`src/rtl/my_pkg.sv`:
```
// -----------------------------------------------------------------------------
// my_pkg
//   Shared types and constants for the memory-port arbiter.
//   - arb_state_t : arbiter FSM states
//   - arb_owner_t : which requester owns the in-flight access
//   - SZ_*        : d_size / mem_size encodings
//   - is_misaligned() : store alignment check (reads are never flagged)
// -----------------------------------------------------------------------------
package my_pkg;

    typedef enum logic {
        ARB_IDLE   = 1'b0,
        ARB_ACCESS = 1'b1
    } arb_state_t;

    typedef enum logic {
        OWN_FETCH = 1'b0,
        OWN_DATA  = 1'b1
    } arb_owner_t;

    localparam logic [1:0] SZ_READ = 2'b00;
    localparam logic [1:0] SZ_BYTE = 2'b01;
    localparam logic [1:0] SZ_HALF = 2'b10;
    localparam logic [1:0] SZ_WORD = 2'b11;

    // Half stores need an even address, word stores a 4-byte aligned one.
    function automatic logic is_misaligned(input logic [1:0] size,
                                           input logic [1:0] addr_lo);
        return ((size == SZ_HALF) && addr_lo[0]) ||
               ((size == SZ_WORD) && (addr_lo != 2'b00));
    endfunction

endpackage

```
`src/rtl/mem_arb_prio.sv`:
```
// -----------------------------------------------------------------------------
// mem_arb_prio
//   Winner selection for the shared memory port. Data wins a conflict unless
//   fetch has already lost MAX_STARVE conflicts in a row, then fetch wins.
// Ports
//   clk, reset     : clock, asynchronous active-high reset
//   f_req, d_req   : fetch / data requests
//   idle           : arbiter is in IDLE and may sample requests
//   sel_f, sel_d   : winner this cycle (at most one high, only when idle)
// -----------------------------------------------------------------------------
module mem_arb_prio #(
    parameter int MAX_STARVE = 4
) (
    input  logic clk,
    input  logic reset,
    input  logic f_req,
    input  logic d_req,
    input  logic idle,
    output logic sel_f,
    output logic sel_d
);

    localparam int SW = $clog2(MAX_STARVE + 1);

    logic [SW-1:0] starve_cnt_q, starve_cnt_d;
    logic          starved;

    assign starved = (starve_cnt_q == SW'(MAX_STARVE));

    always_comb begin
        sel_f = idle && f_req && (!d_req || starved);
        sel_d = idle && d_req && !sel_f;
    end

    always_comb begin
        // NOTE: every always_comb output gets a default first so no path leaves it unassigned (no latch).
        starve_cnt_d = starve_cnt_q;
        if (sel_f) begin
            starve_cnt_d = '0;
        end else if (sel_d && f_req && !starved) begin
            starve_cnt_d = starve_cnt_q + 1'b1;
        end
    end

    // NOTE: sequential state uses non-blocking assignments so every flop samples pre-edge values.
    always_ff @(posedge clk or posedge reset) begin
        if (reset) begin
            starve_cnt_q <= '0;
        end else begin
            starve_cnt_q <= starve_cnt_d;
        end
    end

endmodule

```
`src/rtl/mem_port_arbiter.sv`:
```
// -----------------------------------------------------------------------------
// mem_port_arbiter
//   Shares one memory port between instruction fetch (read-only) and the
//   load/store unit. One access in flight at a time; data has priority with a
//   starvation guard for fetch. All memory-side and requester outputs are
//   registered.
// Parameters
//   MEM_LAT    : cycles from mem_en to valid mem_rdata (>=1)
//   MAX_STARVE : consecutive fetch losses before fetch is forced to win (>=1)
// Ports
//   clk, reset                         : clock, asynchronous active-high reset
//   f_req/f_addr -> f_gnt/f_valid/f_rdata        : fetch side
//   d_req/d_size/d_addr/d_wdata -> d_gnt/d_valid/d_err/d_rdata : data side
//   mem_en/mem_size/mem_addr/mem_wdata, mem_rdata : memory side
// Configuration
//   MEM_ARB_PERF_EN : adds perf_f_cnt, perf_d_cnt, perf_conflict_cnt outputs
//                     (32-bit wrapping grant / conflict counters).
// -----------------------------------------------------------------------------
module mem_port_arbiter
    import my_pkg::*;
#(
    parameter int MEM_LAT    = 1,
    parameter int MAX_STARVE = 4
) (
    input  logic        clk,
    input  logic        reset,
    input  logic        f_req,
    input  logic [31:0] f_addr,
    output logic        f_gnt,
    output logic        f_valid,
    output logic [31:0] f_rdata,
    input  logic        d_req,
    input  logic [1:0]  d_size,
    input  logic [31:0] d_addr,
    input  logic [31:0] d_wdata,
    output logic        d_gnt,
    output logic        d_valid,
    output logic        d_err,
    output logic [31:0] d_rdata,
    output logic        mem_en,
    output logic [1:0]  mem_size,
    output logic [31:0] mem_addr,
    output logic [31:0] mem_wdata,
    input  logic [31:0] mem_rdata
`ifdef MEM_ARB_PERF_EN
    ,
    output logic [31:0] perf_f_cnt,
    output logic [31:0] perf_d_cnt,
    output logic [31:0] perf_conflict_cnt
`endif
);

    localparam int            CW       = (MEM_LAT > 1) ? $clog2(MEM_LAT) : 1;
    // The grant cycle is the first ACCESS cycle, so the counter starts at MEM_LAT-1.
    localparam logic [CW-1:0] LAT_LOAD = CW'(MEM_LAT - 1);

    arb_state_t    state_q, state_d;
    logic [CW-1:0] cnt_q, cnt_d;

    logic sel_f, sel_d, idle, acc_done, d_misaligned;

    logic        f_gnt_q, f_gnt_d, d_gnt_q, d_gnt_d;
    logic        f_valid_q, f_valid_d, d_valid_q, d_valid_d;
    logic        d_err_q, d_err_d, err_q, err_d;
    logic [31:0] f_rdata_q, f_rdata_d, d_rdata_q, d_rdata_d;
    logic        mem_en_q, mem_en_d;
    logic [1:0]  mem_size_q, mem_size_d;
    logic [31:0] mem_addr_q, mem_addr_d, mem_wdata_q, mem_wdata_d;
    arb_owner_t  owner_q, owner_d;

    assign idle         = (state_q == ARB_IDLE);
    assign acc_done     = (state_q == ARB_ACCESS) && (cnt_q == '0);
    assign d_misaligned = is_misaligned(d_size, d_addr[1:0]);

    mem_arb_prio #(
        .MAX_STARVE (MAX_STARVE)
    ) u_prio (
        .clk   (clk),
        .reset (reset),
        .f_req (f_req),
        .d_req (d_req),
        .idle  (idle),
        .sel_f (sel_f),
        .sel_d (sel_d)
    );

    // ---------------- FSM: state register ----------------
    always_ff @(posedge clk or posedge reset) begin
        if (reset) begin
            state_q <= ARB_IDLE;
            cnt_q   <= '0;
        end else begin
            state_q <= state_d;
            cnt_q   <= cnt_d;
        end
    end

    // ---------------- FSM: next state ----------------
    always_comb begin
        state_d = state_q;
        cnt_d   = cnt_q;
        case (state_q)
            ARB_IDLE: begin
                if (sel_f || sel_d) begin
                    state_d = ARB_ACCESS;
                    cnt_d   = LAT_LOAD;
                end
            end
            ARB_ACCESS: begin
                if (cnt_q == '0) begin
                    state_d = ARB_IDLE;
                end else begin
                    cnt_d = cnt_q - 1'b1;
                end
            end
            default: state_d = ARB_IDLE;
        endcase
    end

    // ---------------- FSM: outputs (next values of registered outputs) ----------------
    always_comb begin
        f_gnt_d     = 1'b0;
        d_gnt_d     = 1'b0;
        f_valid_d   = 1'b0;
        d_valid_d   = 1'b0;
        d_err_d     = 1'b0;
        mem_en_d    = 1'b0;
        f_rdata_d   = f_rdata_q;
        d_rdata_d   = d_rdata_q;
        mem_size_d  = mem_size_q;
        mem_addr_d  = mem_addr_q;
        mem_wdata_d = mem_wdata_q;
        owner_d     = owner_q;
        err_d       = err_q;

        // sel_* only fire in IDLE and acc_done only in ACCESS, so these never overlap.
        if (sel_f) begin
            f_gnt_d    = 1'b1;
            mem_en_d   = 1'b1;
            mem_addr_d = f_addr;
            mem_size_d = SZ_READ;
            owner_d    = OWN_FETCH;
            err_d      = 1'b0;
        end else if (sel_d) begin
            d_gnt_d     = 1'b1;
            // A misaligned store is granted and completed but never reaches memory.
            mem_en_d    = !d_misaligned;
            mem_addr_d  = d_addr;
            mem_size_d  = d_size;
            mem_wdata_d = d_wdata;
            owner_d     = OWN_DATA;
            err_d       = d_misaligned;
        end

        if (acc_done) begin
            if (owner_q == OWN_FETCH) begin
                f_valid_d = 1'b1;
                f_rdata_d = mem_rdata;
            end else begin
                d_valid_d = 1'b1;
                d_err_d   = err_q;
                d_rdata_d = (err_q || (mem_size_q != SZ_READ)) ? 32'h0 : mem_rdata;
            end
        end
    end

    // NOTE: every output flop is async-reset so an in-flight access is dropped with all outputs at 0.
    always_ff @(posedge clk or posedge reset) begin
        if (reset) begin
            f_gnt_q     <= 1'b0;
            d_gnt_q     <= 1'b0;
            f_valid_q   <= 1'b0;
            d_valid_q   <= 1'b0;
            d_err_q     <= 1'b0;
            f_rdata_q   <= '0;
            d_rdata_q   <= '0;
            mem_en_q    <= 1'b0;
            mem_size_q  <= SZ_READ;
            mem_addr_q  <= '0;
            mem_wdata_q <= '0;
            owner_q     <= OWN_FETCH;
            err_q       <= 1'b0;
        end else begin
            f_gnt_q     <= f_gnt_d;
            d_gnt_q     <= d_gnt_d;
            f_valid_q   <= f_valid_d;
            d_valid_q   <= d_valid_d;
            d_err_q     <= d_err_d;
            f_rdata_q   <= f_rdata_d;
            d_rdata_q   <= d_rdata_d;
            mem_en_q    <= mem_en_d;
            mem_size_q  <= mem_size_d;
            mem_addr_q  <= mem_addr_d;
            mem_wdata_q <= mem_wdata_d;
            owner_q     <= owner_d;
            err_q       <= err_d;
        end
    end

    assign f_gnt     = f_gnt_q;
    assign d_gnt     = d_gnt_q;
    assign f_valid   = f_valid_q;
    assign d_valid   = d_valid_q;
    assign d_err     = d_err_q;
    assign f_rdata   = f_rdata_q;
    assign d_rdata   = d_rdata_q;
    assign mem_en    = mem_en_q;
    assign mem_size  = mem_size_q;
    assign mem_addr  = mem_addr_q;
    assign mem_wdata = mem_wdata_q;

`ifdef MEM_ARB_PERF_EN
    logic [31:0] perf_f_q, perf_f_d, perf_d_q, perf_d_d, perf_c_q, perf_c_d;

    always_comb begin
        perf_f_d = perf_f_q + {31'b0, sel_f};
        perf_d_d = perf_d_q + {31'b0, sel_d};
        perf_c_d = perf_c_q + {31'b0, (idle && f_req && d_req)};
    end

    always_ff @(posedge clk or posedge reset) begin
        if (reset) begin
            perf_f_q <= '0;
            perf_d_q <= '0;
            perf_c_q <= '0;
        end else begin
            perf_f_q <= perf_f_d;
            perf_d_q <= perf_d_d;
            perf_c_q <= perf_c_d;
        end
    end

    assign perf_f_cnt        = perf_f_q;
    assign perf_d_cnt        = perf_d_q;
    assign perf_conflict_cnt = perf_c_q;
`endif

endmodule

```
`config.mk`:
```
export PLATFORM = sky130hd
export DESIGN_NAME = mem_port_arbiter
export DESIGN_NICKNAME = d
export VERILOG_FILES = /design/src/rtl/my_pkg.sv /design/src/rtl/mem_arb_prio.sv /design/src/rtl/mem_port_arbiter.sv
export SDC_FILE = /design/constraint.sdc
export NUM_CORES = 1
export LEC_CHECK = 0
export ABC_AREA = 1
export CORE_MARGIN = 3
export CORE_UTILIZATION = 42
export CTS_CLUSTER_SIZE = 24
export DETAILED_ROUTE_END_ITERATION = 10
export GPL_TIMING_DRIVEN = 1
export PLACE_DENSITY_LB_ADDON = 0.12
export SLEW_MARGIN = 20
export SYNTH_ARGS = -nofsm -noshare
export SYNTH_HDL_FRONTEND = slang
export SYNTH_SLANG_ARGS = --single-unit
```
`constraint.sdc`:
```
create_clock -name clk -period 6.1 [get_ports clk]
set_clock_uncertainty 0.15 [all_clocks]
set_input_delay 0.915 -clock clk [delete_from_list [all_inputs] [get_ports clk]]
set_output_delay 0.915 -clock clk [all_outputs]
set_load 0.01 [all_outputs]
```
==> qor.csv, run 1 <==
metric;value;unit
status;finished clean;
synth_nets;850;
power_leakage;4.50;nW
cpMaxStageDelayCell;buf_4;
slowest_delay;640;ps
vias_per_cell;4.91;
wire_per_inst;16.0;µm
layout-drive-gt1-share;4.82;%
drtPass1Iterations;5;
cp-end-kind;flop;
relSlewSlack;28.6;%
grt_usage;23.5;%
ff2ff_path_depth;4;
cts_resized;0;
clockBufferDepth;2;
startpoint_type;primary input;
rr_endpoint;d_rdata[26]$_DFFE_PP0P_;
worst_path_most_repeated_cell;nand2_2;
grt_pass1_wl;29800;µm
cp_num_cells;6;
power-per-cell-area;411;nW/µm²
critical_path_class;in -> reg;
htreeDepth;4;
crit_end;mem_addr[21]$_DFFE_PP0P_;
rrSetupSlack;3450;ps
cp_top_family;buffers and inverters;
path_max_fanout;71;
crit_path_start;d_req;
ctsRootBufferMaster;clkbuf_16;
hp-class;reg -> reg;
synth.ff_latch_count;142;
die_h;126;µm
placementRows;43;
maxSlewViolCount;0;
clockPowerShare;27.7;%
avgSynthCellArea;8.44;µm²
worstMarginPinSlew;1070;ps
area_growth;55.4;%
clk_pin_slew;60;ps
setup-tns-final;0;ps
io_buffers;269;
cts_tree;done;
synthesis.area;6030;µm²
layout.nets;1099;
dr.first_iter.drc_count;336;
io_pins;270;
routed_wl;18500;µm
cap_violations;0;
clock-sinks;142;
dpl.hpwl;11900;µm
r2r-start;state_q$_DFF_PP0_;
core-area;13900;µm²
insertion_delay;420;ps
place_inst;1124;
cts_made_buffers;17;
crit_chain;clkdlybuf4s50_1 -> nand2_2 -> nand2_2 -> buf_4 -> nand3_1 -> nand2_1;
required;6300;ps
power_switching;1.23;mW
internal-power;2.62;mW
fin_ws;3260;ps
grt.overflow.total;0;
vdd_drop_max;0.235;mV
finalPower;3.85;mW
final_common_cell;nand2_1;
combPwrFrac;35.9;%
rsz0062_at_grt;false;
seq_power_share;36.5;%
layout_min_cycle_time;2840;ps
worst-path-buf-inv;2;
stdcell_count;1156;
hold_buffers;0;
grt_start_max_net_pins;107;
yosys.area.top_type;dfrtp_1;
critPathArrivalTime;3050;ps
hold_violations;0;
p_sw_share;32.0;%
postRouteAntennaNets;0;
yosysWarnings;0;
antenna_found_initial;0;
start_util;43.3;%
pre_cts_ws;2820;ps
max_freq;352;MHz
cts_setup_buffers;0;
drc;0;
finalSetupViolCount;0;
antenna_cells;0;
synth_top_area_share;58.9;%
min-delay-start;mem_wdata[10]$_DFFE_PP0P_;
syn_inst;714;
seq_area_frac_synth;58.9;%
die_area;15800;µm²
routabilityCongestion;0.784;
layout_common_cells;nand2_1, clkdlybuf4s50_1, dfrtp_1;
num_vias;5680;
synth_area_leaders;dfrtp_1, nand2_1, nand3_1, o21ai_0, inv_1;
synthDistinctLibCells;14;
period_share;46.6;%
fin_util;67.3;%
die_w;126;µm
grt_pass1_vias;5558;
## through the flow
step / hold WS, ps / area [µm²]
after global routing: 343 / 9370
after global placement: 303 / 8760
after detailed placement: 308 / 8760
final: 320 / 9370
after CTS: 323 / 9370
after floorplan: 329 / 6030
## kinds of logic after synthesis
| family | count (synthesis) | synth area share [%] |
|---|---|---|
| AND/OR/NAND/NOR | 439 | 30.4 |
| flip-flops | 142 | 58.9 |
| buffers and inverters | 91 | 6.83 |
| AO/OA/AOI/OAI | 39 | 3.28 |
| adder cells (fa/ha/maj) | 2 | 0.415 |
| XOR/XNOR | 1 | 0.145 |
## layout make-up
| cell class | count | area, µm² |
|---|---|---|
| Multi-Input combinational cell | 481 | 2070 |
| Clock inverter | 13 | 164 |
| Sequential cell | 142 | 3550 |
| Timing Repair Buffer | 275 | 2740 |
| Clock buffer | 19 | 443 |
| Tap cell | 180 | 225 |
| Inverter | 46 | 178 |
| Fill cell | 1197 | 4560 |
## worst min-delay path by stage
stage                                      endpoint  slack (ps)  cells past startpoint
after detailed placement  mem_wdata[22]$_DFFE_PP0P_         310                      2
after floorplan                   err_q$_DFFE_PP0P_         330                      2
after CTS                 mem_wdata[29]$_DFFE_PP0P_         320                      2
after global placement    mem_wdata[14]$_DFFE_PP0P_         300                      2
after global routing       mem_wdata[0]$_DFFE_PP0P_         340                      2
final                     mem_wdata[10]$_DFFE_PP0P_         320                      2
## sequential cells by signal (all words and copies together), names as in the netlist
| register | count |
|---|---|
| d_rdata | 32 |
| mem_addr | 32 |
| f_valid | 1 |
| err_q | 1 |
| f_gnt | 1 |
| owner_q | 1 |
| d_err | 1 |
| state_q | 1 |
| f_rdata | 32 |
| u_prio.starve_cnt_q | 3 |
| d_valid | 1 |
| mem_size | 2 |
| d_gnt | 1 |
| mem_en | 1 |
| mem_wdata | 32 |
## synth_stat cells
| master | instances |
|---|---|
| nor2_1 | 2 |
| nand3_1 | 136 |
| ha_1 | 2 |
| buf_4 | 10 |
| clkbuf_1 | 9 |
| nand2_2 | 6 |
| nand2_1 | 295 |
| a21boi_0 | 1 |
| o21ai_0 | 38 |
| dfrtp_1 | 142 |
| xor2_1 | 1 |
| inv_2 | 1 |
| buf_2 | 26 |
| inv_1 | 45 |
## worst reg2reg max path, delay by kind of cell, from the launching register on
kind                   cells  cell delay [ps]
buffers and inverters      1             1030
and+or+nand+nor            2              780
DFF                        1              440
AOI/OAI and AO/OA          1              120
## metal layers
layer  track usage, %  part of all wire (%)
met5                0                     0
met4             8.01                   2.3
met3             8.02                   7.3
met2             36.3                    47
met1             31.4                    44
## power groups by stage
| stage | Clock, mW | Combinational [mW] | Sequential [mW] |
|---|---|---|---|
| final | 1.07 | 1.38 | 1.40 |
| after global routing | 1.13 | 1.52 | 1.44 |
| after CTS | 1.08 | 1.40 | 1.41 |
| after detailed placement | 0 | 1.40 | 1.41 |
| after global placement | 0 | 1.38 | 1.40 |
| after floorplan | 0 | 0.450 | 1.54 |
Note: power is estimated with default switching activity, not from simulation.
==> run 2: changes to the inputs <==
==> constraint.sdc (replaced) <==
create_clock -name clk -period 2.9 [get_ports clk]
set_clock_uncertainty 0.15 [all_clocks]
set_input_delay 0.435 -clock clk [delete_from_list [all_inputs] [get_ports clk]]
set_output_delay 0.435 -clock clk [all_outputs]
set_load 0.01 [all_outputs]
==> qor.csv, run 2 (synthesized netlist as in run 1, its figures left out) <==
metric;value;unit;change
max_freq;516;MHz;
drc;0;;unchanged
clk_pin_slew;60;ps;about the same
critical_path_class;reg -> out;;
cts_resized;0;;unchanged
cts_made_buffers;17;;unchanged
status;finished clean;;
slowest_delay;600;ps;-40 ps
layout_min_cycle_time;1940;ps;
cp_top_family;buffers and inverters;;
power_leakage;4.57;nW;+1.4%
final_common_cell;nand2_1;;
dpl.hpwl;11900;µm;+0.23%
cpMaxStageDelayCell;clkdlybuf4s50_1;;
worstMarginPinSlew;632;ps;-438 ps
io_pins;270;;unchanged
startpoint_type;flop;;
multiInputGateArea;2070;µm²;-0.24%
crit_end;mem_addr[31];;
setup-tns-final;0;ps;unchanged
layout.nets;1108;;+0.82%
grt.overflow.total;0;;unchanged
clockBufferDepth;2;;unchanged
internal-power;5.53;mW;+110%
place_area;8850;µm²;+1.0%
r2r-start;u_prio.starve_cnt_q[0]$_DFFE_PP0P_;;
required;2320;ps;-3980 ps
hold_buffers;0;;unchanged
io_buffers;269;;unchanged
ff2ff_path_depth;7;;+3
finalPower;8.11;mW;+110%
num_vias;5656;;-0.42%
grt_start_max_net_pins;77;;-28%
grt_pass1_vias;5698;;+2.5%
core-area;13900;µm²;unchanged
dr.first_iter.drc_count;353;;+5.1%
routed_wl;18400;µm;-0.91%
wire_per_inst;15.8;µm;-1.8%
ctsRootBufferMaster;clkbuf_16;;
rr_endpoint;owner_q$_DFFE_PP0P_;;
power_switching;2.57;mW;+110%
maxSlewViolCount;0;;unchanged
worst-path-buf-inv;1;;-1
hold_ws;317;ps;-2.48 ps
seq_power_share;36.4;%;about the same
cts_setup_buffers;0;;unchanged
crit_chain;clkdlybuf4s50_1;;
critPathArrivalTime;1350;ps;-1700 ps
cp-end-kind;output pin;;
layout-drive-gt1-share;5.58;%;+0.77 points
combPwrFrac;36.2;%;+0.3 points
clock-sinks;142;;unchanged
crit_path_start;mem_addr[31]$_DFFE_PP0P_;;
cp_num_cells;1;;-5
seq_area;3550;µm²;unchanged
start_util;43.3;%;unchanged
relSlewSlack;57.7;%;+29 points
grt_usage;23.7;%;+0.15 points
finalSetupViolCount;0;;unchanged
area_growth;56.9;%;
cap_violations;0;;unchanged
cts_tree;done;;
power-per-cell-area;857;nW/µm²;+110%
layout_common_cells;nand2_1, clkdlybuf4s50_1, dfrtp_1;;
path_max_fanout;2;;-97%
die_h;126;µm;unchanged
hold_violations;0;;unchanged
p_sw_share;31.7;%;-0.25 points
min-delay-start;mem_wdata[1]$_DFFE_PP0P_;;
insertion_delay;410;ps;about the same
postRouteAntennaNets;0;;unchanged
hp-class;reg -> reg;;
antenna_found_initial;1;;+1
period_share;66.8;%;
postLayoutCellArea;9460;µm²;+0.95%
drtPass1Iterations;4;;-1
vias_per_cell;4.85;;-1.3%
die_area;15800;µm²;unchanged
htreeDepth;4;;unchanged
vdd_drop_max;0.621;mV;+160%
grt_pass1_wl;30100;µm;+0.88%
rsz0062_at_grt;false;;
rrSetupSlack;1100;ps;-2350 ps
routabilityCongestion;0.778;;-0.71%
clockPowerShare;27.4;%;-0.3 points
die_w;126;µm;unchanged
placementRows;43;;unchanged
fin_ws;963;ps;-2290 ps
nFillCells;1161;;-3.0%
pre_cts_ws;713;ps;-2100 ps
-- run 2: cell types whose count changed in the layout (fill, tap and decap cells not counted), sizes merged --
| cell | previous run | this run |
|---|---|---|
| buf | 6 | 15 |
| clkinv | 4 | 6 |
| clkinvlp | 5 | 3 |
| diode | 0 | 1 |
-- run 2: power groups by stage --
stage                     clock network (mW)  registers, mW  logic (mW)
after floorplan                            0           3.25       0.948
after global placement                     0           2.97        2.93
after detailed placement                   0           2.96        2.97
after CTS                               2.26           2.95        2.98
after global routing                    2.35           3.04        3.23
final                                   2.22           2.95        2.94
-- run 2: cell type report --
class                           count  share of cell area (%)
Tap cell                          180                    2.38
Multi-Input combinational cell    481                    21.8
Clock inverter                     13                    1.73
Timing Repair Buffer              284                    29.9
Inverter                           46                    1.86
Sequential cell                   142                    37.6
Clock buffer                       19                    4.68
Antenna cell                        1                  0.0264
-- run 2: stage by stage --
stage,utilization [%],cells
final,67.9,1166
after global routing,67.9,1166
after CTS,67.9,1165
after detailed placement,63.5,1133
after global placement,63.5,1133
after floorplan,-,714
-- run 2: per-layer routing --
metal	wire [µm]	vias up	share of wire, %	global-route usage [%]
met3	1370	38	7.4	7.93
met2	8610	208	47	37.3
met1	7860	2633	43	30.6
met4	534	0	2.9	8.96
met5	0	-	0	0
li1	-	2777	-	-
-- run 2: worst min-delay path by stage --
stage	end	slack (ps)	cells past startpoint
2_1_floorplan	err_q$_DFFE_PP0P_	330	2
3_3_place_gp	mem_wdata[22]$_DFFE_PP0P_	300	2
3_5_place_dp	mem_wdata[12]$_DFFE_PP0P_	310	2
4_1_cts	mem_wdata[1]$_DFFE_PP0P_	320	2
5_1_grt	mem_wdata[0]$_DFFE_PP0P_	340	2
6_report	mem_wdata[1]$_DFFE_PP0P_	320	2
